[src/rtl/dmx_pry_pkg.sv]
// -----------------------------------------------------------------------------
// dmx_pry_pkg
// Shared helpers for the priority demultiplexer.
//   sat_inc : saturating increment. Operands are carried at SAT_W bits so a
//             single function serves any counter width up to SAT_W; the caller
//             passes its own maximum value and truncates the result.
// -----------------------------------------------------------------------------
package dmx_pry_pkg;

   localparam int unsigned SAT_W = 64;

   function automatic logic [SAT_W-1:0] sat_inc(input logic [SAT_W-1:0] i_val,
                                                input logic [SAT_W-1:0] i_max);
      return (i_val >= i_max) ? i_val : i_val + SAT_W'(1);
   endfunction

endpackage

[src/rtl/pry_oht.sv]
// -----------------------------------------------------------------------------
// pry_oht
// Combinational highest-set-bit encoder.
// Ports:
//   i_req [WIDTH] : request vector
//   o_oht [WIDTH] : one-hot of the highest-index set bit of i_req ('0 if none)
//   o_any         : at least one bit of i_req is set
// -----------------------------------------------------------------------------
module pry_oht #(
   parameter int unsigned WIDTH = 32
) (
   input  logic [WIDTH-1:0] i_req,
   output logic [WIDTH-1:0] o_oht,
   output logic             o_any
);

   // Ascending scan: a later (higher) set bit overrides any earlier choice.
   always_comb begin
      o_oht = '0;
      for (int i = 0; i < int'(WIDTH); i++) begin
         if (i_req[i]) begin
            o_oht    = '0;
            o_oht[i] = 1'b1;
         end
      end
   end

   assign o_any = |i_req;

endmodule

[src/rtl/dmx_pry_reg.sv]
// -----------------------------------------------------------------------------
// dmx_pry_reg
// Priority demultiplexer with a one-entry output register per lane. Each
// accepted transfer goes to the highest-index lane that is enabled in i_pry
// and free (empty, or draining this cycle). Transfers with an empty mask are
// accepted, discarded and counted in a saturating drop counter.
// Ports:
//   clk, rst_n      : clock, asynchronous active-low reset
//   i_vld / i_rdy   : input handshake (i_rdy is combinational, no i_vld path)
//   i_pry [WIDTH]   : destination enable mask
//   i_dat           : input payload (DAT_T)
//   o_vld [WIDTH]   : per-lane output valid
//   o_rdy [WIDTH]   : per-lane output ready
//   o_dat [WIDTH]   : per-lane output payload (unpacked array of DAT_T)
//   drp_cnt [CNT_W] : number of dropped transfers, saturating
// -----------------------------------------------------------------------------
module dmx_pry_reg
   import dmx_pry_pkg::*;
#(
   parameter type         DAT_T = logic [4-1:0],
   parameter int unsigned WIDTH = 32,
   parameter int unsigned CNT_W = 8
) (
   input  logic             clk,
   input  logic             rst_n,
   input  logic             i_vld,
   output logic             i_rdy,
   input  logic [WIDTH-1:0] i_pry,
   input  DAT_T             i_dat,
   output logic [WIDTH-1:0] o_vld,
   input  logic [WIDTH-1:0] o_rdy,
   output DAT_T             o_dat [WIDTH-1:0],
   output logic [CNT_W-1:0] drp_cnt
);

   localparam logic [CNT_W-1:0] CNT_MAX = '1;

   logic [WIDTH-1:0] r_vld;
   DAT_T             r_dat [WIDTH-1:0];
   logic [CNT_W-1:0] r_drp_cnt;

   logic [WIDTH-1:0] w_fre;
   logic [WIDTH-1:0] w_cnd;
   logic [WIDTH-1:0] w_sel;
   logic             w_any;
   logic             w_pry_zero;
   logic [WIDTH-1:0] w_ld;
   logic             w_drp;

   // A lane that drains this cycle counts as free, so it can be reloaded
   // without a bubble.
   assign w_fre      = ~r_vld | o_rdy;
   assign w_cnd      = i_pry & w_fre;
   assign w_pry_zero = (i_pry == '0);

   pry_oht #(
      .WIDTH (WIDTH)
   ) u_pry_oht (
      .i_req (w_cnd),
      .o_oht (w_sel),
      .o_any (w_any)
   );

   // An empty mask is always accepted (and dropped).
   assign i_rdy = w_any || w_pry_zero;

   // w_sel is '0 for an empty mask, so a drop never loads a lane.
   assign w_ld  = (i_vld && i_rdy) ? w_sel : '0;
   assign w_drp = i_vld && w_pry_zero;

   // Per-lane output registers; load takes precedence over drain.
   always_ff @(posedge clk or negedge rst_n) begin
      if (!rst_n) begin
         r_vld <= '0;
         for (int i = 0; i < int'(WIDTH); i++) begin
            r_dat[i] <= '0;
         end
      end else begin
         for (int i = 0; i < int'(WIDTH); i++) begin
            if (w_ld[i]) begin
               r_vld[i] <= 1'b1;
               r_dat[i] <= i_dat;
            end else if (o_rdy[i]) begin
               r_vld[i] <= 1'b0;
            end
         end
      end
   end

   // Drop counter, holds at its maximum.
   always_ff @(posedge clk or negedge rst_n) begin
      if (!rst_n) begin
         r_drp_cnt <= '0;
      end else if (w_drp) begin
         r_drp_cnt <= CNT_W'(sat_inc(SAT_W'(r_drp_cnt), SAT_W'(CNT_MAX)));
      end
   end

   assign o_vld   = r_vld;
   assign o_dat   = r_dat;
   assign drp_cnt = r_drp_cnt;

endmodule

[config.mk]
export PLATFORM = sky130hd
export DESIGN_NAME = dmx_pry_reg
export DESIGN_NICKNAME = d
export VERILOG_FILES = /design/src/rtl/dmx_pry_pkg.sv /design/src/rtl/pry_oht.sv /design/src/rtl/dmx_pry_reg.sv
export SDC_FILE = /design/constraint.sdc
export NUM_CORES = 1
export LEC_CHECK = 0
export ABC_AREA = 1
export CAP_MARGIN = 40
export CORE_ASPECT_RATIO = 1.2
export CORE_UTILIZATION = 50
export CTS_CLUSTER_SIZE = 8
export DETAILED_ROUTE_END_ITERATION = 8
export GPL_TIMING_DRIVEN = 0
export PLACE_DENSITY = 0.88
export SLEW_MARGIN = 5
export SYNTH_ARGS = -nofsm -noshare
export SYNTH_HDL_FRONTEND = slang
export SYNTH_SLANG_ARGS = --single-unit
[constraint.sdc]
create_clock -name clk -period 3.9 [get_ports clk]
set_input_delay 0.975 -clock clk [delete_from_list [all_inputs] [get_ports clk]]
set_output_delay 0.975 -clock clk [all_outputs]
set_load 0.02 [all_outputs]
# After elaboration in Yosys (flattened, before gate mapping)

Index checks and enable logic that the tools add are counted.

Output and inout port bits: 169
Input bits: 71
Word-level logic and storage cells: 206
Register bits after elaboration: 168

Magnitude comparators: 1
Reduce and logical (&&, ||, !) cells: 38
Bitwise gates (word level): 4
$add $sub $neg: 1
Multiplexer cells: 97

Operator list:

| kind              | number |
|---|---|
| $mux 1            | 65 |
| $mux 32           | 2 |
| $reduce_bool 2->1 | 32 |
| $and 32x32->32    | 1 |
| $logic_not 32->1  | 1 |
| $not 32->32       | 1 |
| $or 32x32->32     | 1 |
| $reduce_or 32->1  | 1 |
| $mux 31           | 1 |
| $mux 30           | 1 |
| $mux 29           | 1 |
| $mux 28           | 1 |
| $mux 27           | 1 |
| $mux 26           | 1 |
| $mux 25           | 1 |
| $mux 24           | 1 |
| $mux 23           | 1 |
| $mux 22           | 1 |
| $mux 21           | 1 |
| $mux 20           | 1 |
| $mux 19           | 1 |
| $mux 18           | 1 |
| $mux 17           | 1 |
| $mux 16           | 1 |
| 20 further kinds  | 21 |

# Longest topological paths before layout

Gate-level depths: netlist of the first run.

Word-level depth: 37
Gate-level depth with buffers: 13

# Hierarchy

Synthesis of the first run repeated with hierarchy kept, for this count alone.

Cell total of the unflattened synthesis: 934
Area total of the unflattened synthesis: 7943.9 um2

Modules (own cells, without submodules):

| module      | cells an instance | area an instance (um2) | instances | sequential area each (um2) |
|---|---|---|---|---|
| dmx_pry_reg | 802               | 7275.7                 | 1         | 4204.0 |
| pry_oht     | 132               | 668.1                  | 1         | 0.0 |

# Worst setup path after synthesis of the first run

OpenSTA, ideal clock, no wires.

Kind: input port to output port
From: input port o_rdy[30]
To: output port i_rdy
Required time: 2925 ps
Path slack: 1088 ps
Stages on the path: 8
Path buffers: 0
Data arrival time: 1837 ps
Path through: inv_1 > nand2_1 > nand2_1 > nand2_2 > nor2_4 > nand2_4 > nor2_4 > nand4_1

Cells in the longest elaborated chain, start to end: 4

Ends and longest elaborated chain:

| what               | RTL line          | RTL |
|---|---|---|
| start: declaration | dmx_pry_reg.sv:31 | `input logic [WIDTH-1:0] o_rdy,` |
| $or 32x32->32      | dmx_pry_reg.sv:52 | `assign w_fre = ~r_vld \| o_rdy;` |
| $and 32x32->32     | dmx_pry_reg.sv:53 | `assign w_cnd = i_pry & w_fre;` |
| $reduce_or 32->1   | pry_oht.sv:28     | `assign o_any = \|i_req;` |
| $logic_or 1x1->1   | dmx_pry_reg.sv:65 | `assign i_rdy = w_any \|\| w_pry_zero;` |
| end: declaration   | dmx_pry_reg.sv:27 | `output logic i_rdy,` |

No other way between the ends.

# Final worst setup path of the first run

From: input port o_rdy[20]
To: output port i_rdy

The elaborated chain is that of the path after synthesis.

==> impl_metrics.tcl, run 1 <==
set metrics [dict create \
    status "finished, final reports clean" \
    clock_skew_ps 14.3 \
    p_total_mw 4.05 \
    path_class "primary input to output port" \
    holdPathStages 2 \
    cpMaxStageDelayCell "clkdlybuf4s50_1" \
    grt_overflow_total 0 \
    vias 7224 \
    grt_max_degree 89 \
    htreeDepth 4 \
    cts_hold_buf 0 \
    cts_tree "yes" \
    dp_hpwl_um 17200 \
    grt_pass1_wl_um 36500 \
    fin_cells 1333 \
    min_from "o_dat[14]$_DFFE_PN0P_" \
    start_util_pct 52.0 \
    synth_cell_types 31 \
    multi_input_area_um2 2980 \
    worstSetupStartpointType "primary input" \
    die_area_um2 15700 \
    holdCritPathClass "flip-flop to flip-flop" \
    ff2ff_path_depth 11 \
    gp_congestion 0.859 \
    fin_util_pct 74.2 \
    r2r_end "o_dat[21]$_DFFE_PN0P_" \
    clockBufferDepth 2 \
    fp.dieH_um 137 \
    period_minus_slack_ps 3730 \
    grt_pass1_vias 7198 \
    critPathTopFamily "buffers and inverters" \
    syn_avg_cell_area_um2 8.80 \
    firstDrtPassIters 5 \
    cpPeakStageDelay_ps 460 \
    cts_resized 1 \
    yosys_warnings 0 \
    ant_nets 0 \
    final.fill_count 1050 \
    syn_inst 862 \
    whs_endpoint "o_dat[14]$_DFFE_PN0P_" \
    syn_to_final_growth_pct 42.7 \
    portBuffers 238 \
    crit_buf_inv 2 \
    peakVddDrop_mv 0.217 \
    cts_root_buffer "clkbuf_16" \
    dpl.cell_count 1301 \
    io_pins 240 \
    antenna_found_initial 0 \
    p_leak_nw 5.06 \
    route.layer.met1.wl_um 8990 \
    ys_seq_elements 168 \
    drc 0 \
    synth-seq-area-share_pct 55.4 \
    cts_setup_buffers 0 \
    reg2reg_from "o_vld[20]$_DFFE_PN0P_" \
    worstPathRequired_ps 2920 \
    drv_slew 0 \
    fmax_ghz 0.268 \
    worst_slew_pin_slew_ps 699 \
    syn_nets 934 \
    dieWidth_um 114 \
    critPathArrivalTime_ps 2760 \
    netlist_area_um2 7580 \
    clkSlewWorstSetupHoldPaths_ps 70 \
    hold_viol_final 0 \
    clk_latency_ps 430 \
    crit_chain "clkdlybuf4s50_1 > o21ai_1 > nand2_1 > nor2_4 > nand2_2 > nor2_4 > nand4_1 > dlygate4sd2_1" \
    rrSetupSlack_ps 1730 \
    cp_max_fo 5 \
    placeableCoreArea_um2 14600 \
    wl_met3_um 1630 \
    wire_per_inst_um 17.5 \
    period_share_pct 95.7 \
    rsz0062_at_grt "no" \
    cts_sinks 168 \
    power_density_nw_per_um2 374 \
    seq_area_um2 4200 \
    cts_buffers 17 \
    endpoint_kind "output port" \
    finalNetCount 1192 \
    grt_usage_pct 30.9 \
    finalSetupViolCount 0 \
    vias_per_cell 5.42 \
    top_layer_used "met4" \
    rows 48 \
    met2WireLength_um 11500 \
    crit_top_cell "nor2_4" \
    diodes 0 \
    drt-total-wl_um 23300 \
    max_slew_margin_pct 53.4 \
    drive_above_1_share_pct 7.94 \
    drv_cap 0 \
    drtIter0Drc 582 \
]
-- power by group --
part	internal [mW]	switching, mW
combinational	0.238	0.317
sequential	1.81	0.0388
clock	0.912	0.731
-- area by class of cell --
class	count	area share (%)
multi-input combinational	596	27.5
inverter	71	2.46
clock buffer	19	4.09
clock inverter	13	1.24
timing repair buffer	239	22.3
tap	200	2.31
buffer	27	1.27
sequential	168	38.8
-- synthesized netlist by cell type, drive strengths merged --
library cell | number | area share (%)
nand4 | 61 | 5.0
nand2 | 290 | 15
nor2 | 66 | 3.9
o21bai | 8 | 0.79
nor3b | 4 | 0.40
xor2 | 4 | 0.46
a31oi | 1 | 0.083
inv | 71 | 3.5
buf | 14 | 1.2
ha | 1 | 0.16
o21ai | 95 | 6.7
and2 | 1 | 0.083
nand3 | 53 | 5.8
clkbuf | 13 | 0.64
dfrtp | 168 | 55
nor3 | 10 | 0.92
xnor2 | 2 | 0.23
-- tightest hold or removal path: cells and delay by family (launching register included) --
family	cells	cell delay (ps)
flops	1	340
simple gates	2	100
-- placed cells by master (no fill, tap or decap), types with 2 or more instances in the layout --
master | Yosys | final
nand2_1 | 282 | 282
clkdlybuf4s50_1 | 0 | 236
dfrtp_1 | 168 | 168
inv_1 | 70 | 70
nand4_1 | 61 | 61
nor2_1 | 58 | 58
o21ai_1 | 45 | 45
o21ai_0 | 45 | 45
nand3_1 | 33 | 33
clkbuf_16 | 0 | 17
clkbuf_1 | 13 | 14
nand3_2 | 10 | 10
nand3_4 | 10 | 10
buf_2 | 8 | 8
o21bai_1 | 8 | 8
nand2_2 | 7 | 7
nor3_1 | 6 | 6
nor2_4 | 5 | 5
clkinvlp_4 | 0 | 5
xor2_1 | 4 | 4
nor3b_1 | 4 | 4
nor3_2 | 4 | 4
o21ai_2 | 3 | 3
nor2_2 | 3 | 3
buf_1 | 3 | 3
inv_6 | 0 | 3
o21ai_4 | 2 | 2
xnor2_1 | 2 | 2
buf_6 | 2 | 2
buf_8 | 1 | 2
clkinv_4 | 0 | 2
inv_8 | 0 | 2
-- per-stage QoR --
stage | instance area, um^2 | hold WS [ps] | worst slack, ps | TNS [ps]
detailed placement | 10200 | 457 | -12.1 | -12.1
floorplan | 7580 | 578 | 1090 | 0
global route | 10800 | 503 | 83.0 | 0
finish | 10800 | 476 | 168 | 0
global placement | 10200 | 456 | -4840 | -812180
CTS | 10800 | 481 | 212 | 0
-- how the worst max path moves through the flow --
| stage | start | end | slack [ps] | cells after the start |
|---|---|---|---|---|
| 2_1_floorplan | o_rdy[30] | i_rdy | 1090 | 8 |
| 3_3_place_gp | rst_n | o_dat[32]$_DFFE_PN0P_ | -4840 | 1 |
| 3_5_place_dp | o_rdy[20] | i_rdy | -10 | 8 |
| 4_1_cts | o_rdy[20] | i_rdy | 210 | 8 |
| 5_1_grt | o_rdy[20] | i_rdy | 80 | 8 |
| 6_report | o_rdy[20] | i_rdy | 170 | 8 |
-- sequential cells by signal, summed over array words and instances (netlist names) --
| name | flops |
|---|---|
| o_dat | 128 |
| drp_cnt | 8 |
| o_vld | 32 |
-- logic make-up after synthesis --
kind of cell    Yosys count  synth area share (%)
simple gates            485                  30.8
flops                   168                  55.4
fa+ha+maj                 1                 0.165
buf+inv                  98                  5.33
xor+xnor                  6                 0.693
compound gates          104                  7.59
-- per-layer routing --
metal  GRT usage [%]  vias to the layer above
met5               0                        -
met4            17.7                        0
met3            6.55                       73
met2            52.4                      340
met1            36.4                     3450
li1                -                     3361
Note: power is estimated with default switching activity, not from simulation.
==> run 2: changes to the inputs <==
--- a/config.mk
+++ b/config.mk
@@ -12,6 +12,7 @@
 export CTS_CLUSTER_SIZE = 8
 export DETAILED_ROUTE_END_ITERATION = 8
 export GPL_TIMING_DRIVEN = 0
+export MAX_ROUTING_LAYER = met4
 export PLACE_DENSITY = 0.88
 export SLEW_MARGIN = 5
 export SYNTH_ARGS = -nofsm -noshare
==> run 2 against run 1 <==
Against the previous run: via count rose by 0.26%; highest routed layer unchanged; clock power is essentially flat; sequential share of layout area is the same.
==> impl_metrics.tcl, run 2 (same netlist as run 1, synthesis figures left out) <==
set metrics [dict create \
    status "finished, final reports clean" \
    clockBufferDepth 2 \
    dpl.cell_count 1301 \
    final.fill_count 1050 \
    fin_cells 1333 \
    cts_buffers 17 \
    firstDrtPassIters 7 \
    antenna_found_initial 0 \
    placeableCoreArea_um2 14600 \
    vias 7243 \
    fmax_ghz 0.268 \
    final_common_cell "nand2_1" \
    clkSlewWorstSetupHoldPaths_ps 70 \
    cp_max_fo 5 \
    io_pins 240 \
    finalSetupViolCount 0 \
    gp_congestion 0.873 \
    critPathTopFamily "buffers and inverters" \
    cpPeakStageDelay_ps 460 \
    grt_overflow_total 0 \
    drv_cap 0 \
    drv_slew 0 \
    syn_to_final_growth_pct 42.7 \
    drtIter0Drc 568 \
    p_total_mw 4.05 \
    max_slew_margin_pct 53.4 \
    cts_root_buffer "clkbuf_16" \
    start_util_pct 52.0 \
    clk_latency_ps 420 \
    die_area_um2 15700 \
    cts_tree "yes" \
    fp.dieH_um 137 \
    clock_skew_ps 13.4 \
    dieWidth_um 114 \
    crit_buf_inv 2 \
    period_share_pct 95.8 \
    path_class "primary input to output port" \
    portBuffers 238 \
    drt-total-wl_um 23300 \
    grt_max_degree 89 \
    cpMaxStageDelayCell "clkdlybuf4s50_1" \
    drive_above_1_share_pct 7.94 \
    fin_ws_ps 164 \
    worst_slew_pin_slew_ps 699 \
    period_minus_slack_ps 3740 \
    p_leak_nw 5.06 \
    hold_viol_final 0 \
    cts_setup_buffers 0 \
    htreeDepth 4 \
    ant_nets 0 \
    worstPathRequired_ps 2920 \
    crit_chain "clkdlybuf4s50_1 > o21ai_1 > nand2_1 > nor2_4 > nand2_2 > nor2_4 > nand4_1 > dlygate4sd2_1" \
    power_density_nw_per_um2 374 \
    final_cell_mix "282 x nand2_1, 236 x clkdlybuf4s50_1, 168 x dfrtp_1" \
    crit_top_cell "nor2_4" \
    diodes 0 \
    largest_reg_flops 128 \
    dp_hpwl_um 17200 \
    finalNetCount 1192 \
    drc 0 \
    endpoint_kind "output port" \
    holdCritPathClass "flip-flop to flip-flop" \
    grt_pass1_vias 7197 \
    worstSetupStartpointType "primary input" \
    grt_usage_pct 31.9 \
    grt_pass1_wl_um 36600 \
    hold_slack_ps 476 \
    wire_per_inst_um 17.5 \
    vias_per_cell 5.43 \
    rows 48 \
    rsz0062_at_grt "no" \
    cts_sinks 168 \
    critPathArrivalTime_ps 2760 \
    peakVddDrop_mv 0.217 \
    preCtsSetupSlack_ps -12.1 \
    fin_util_pct 74.2 \
]
## run 2: cell counts in the layout (fill, tap and decap cells not counted)
No cell type changed its count.
## run 2: worst paths after layout
| check | startpoint | slack (ps) | cells past startpoint | end |
|---|---|---|---|---|
| max reg2reg | o_vld[20]$_DFFE_PN0P_ | 1730 | 11 | o_dat[21]$_DFFE_PN0P_ |
| min | o_dat[14]$_DFFE_PN0P_ | 480 | 2 | o_dat[14]$_DFFE_PN0P_ |
| min reg2reg | o_dat[14]$_DFFE_PN0P_ | 480 | 2 | o_dat[14]$_DFFE_PN0P_ |
| max | o_rdy[20] | 160 | 8 | i_rdy |
| max in group asynchronous | rst_n | 2540 | 2 | o_dat[63]$_DFFE_PN0P_ |
| min in group asynchronous | rst_n | 510 | 1 | o_dat[123]$_DFFE_PN0P_ |
## run 2: report_power, final
part	internal, mW	switching [mW]
clock	0.913	0.731
combinational	0.238	0.316
sequential	1.81	0.0388
## run 2: layout make-up
class,instances,area [um^2],share of cell area [%]
flip-flops and latches,168,4200,38.8
multi-input cells,596,2980,27.5
repair buffers,239,2410,22.3
clock buffers,19,443,4.09
inverters,71,267,2.46
well taps,200,250,2.31
plain buffers,27,138,1.27
clock inverters,13,134,1.24
## run 2: through the flow
| step | setup TNS [ps] | instance area [um^2] |
|---|---|---|
| 6_report | 0 | 10800 |
| 5_1_grt | 0 | 10800 |
| 4_1_cts | 0 | 10800 |
| 3_5_place_dp | -12.1 | 10200 |
| 3_3_place_gp | -812180 | 10200 |
| 2_1_floorplan | 0 | 7580 |
## run 2: worst min-delay path, stage by stage (launching register included)
cell	delay (ps)
dfrtp_1	340
nand2_1	50
nand2_1	50
## run 2: repair_timing
action | in CTS | in global routing
hold buffers | 0 | 0
endpoints found under the setup margin | 1 | 0
gates resized for setup | 1 | 0
## run 2: per-layer routing
metal / vias up / wire (um) / share of wire (%) / track usage, %
li1: 3351 / - / - / -
met1: 3450 / 8970 / 38 / 36.7
met2: 365 / 11500 / 49 / 52.6
met3: 77 / 1640 / 7.1 / 6.07
met4: 0 / 1200 / 5.2 / 17.7
met5: - / 0 / 0 / -
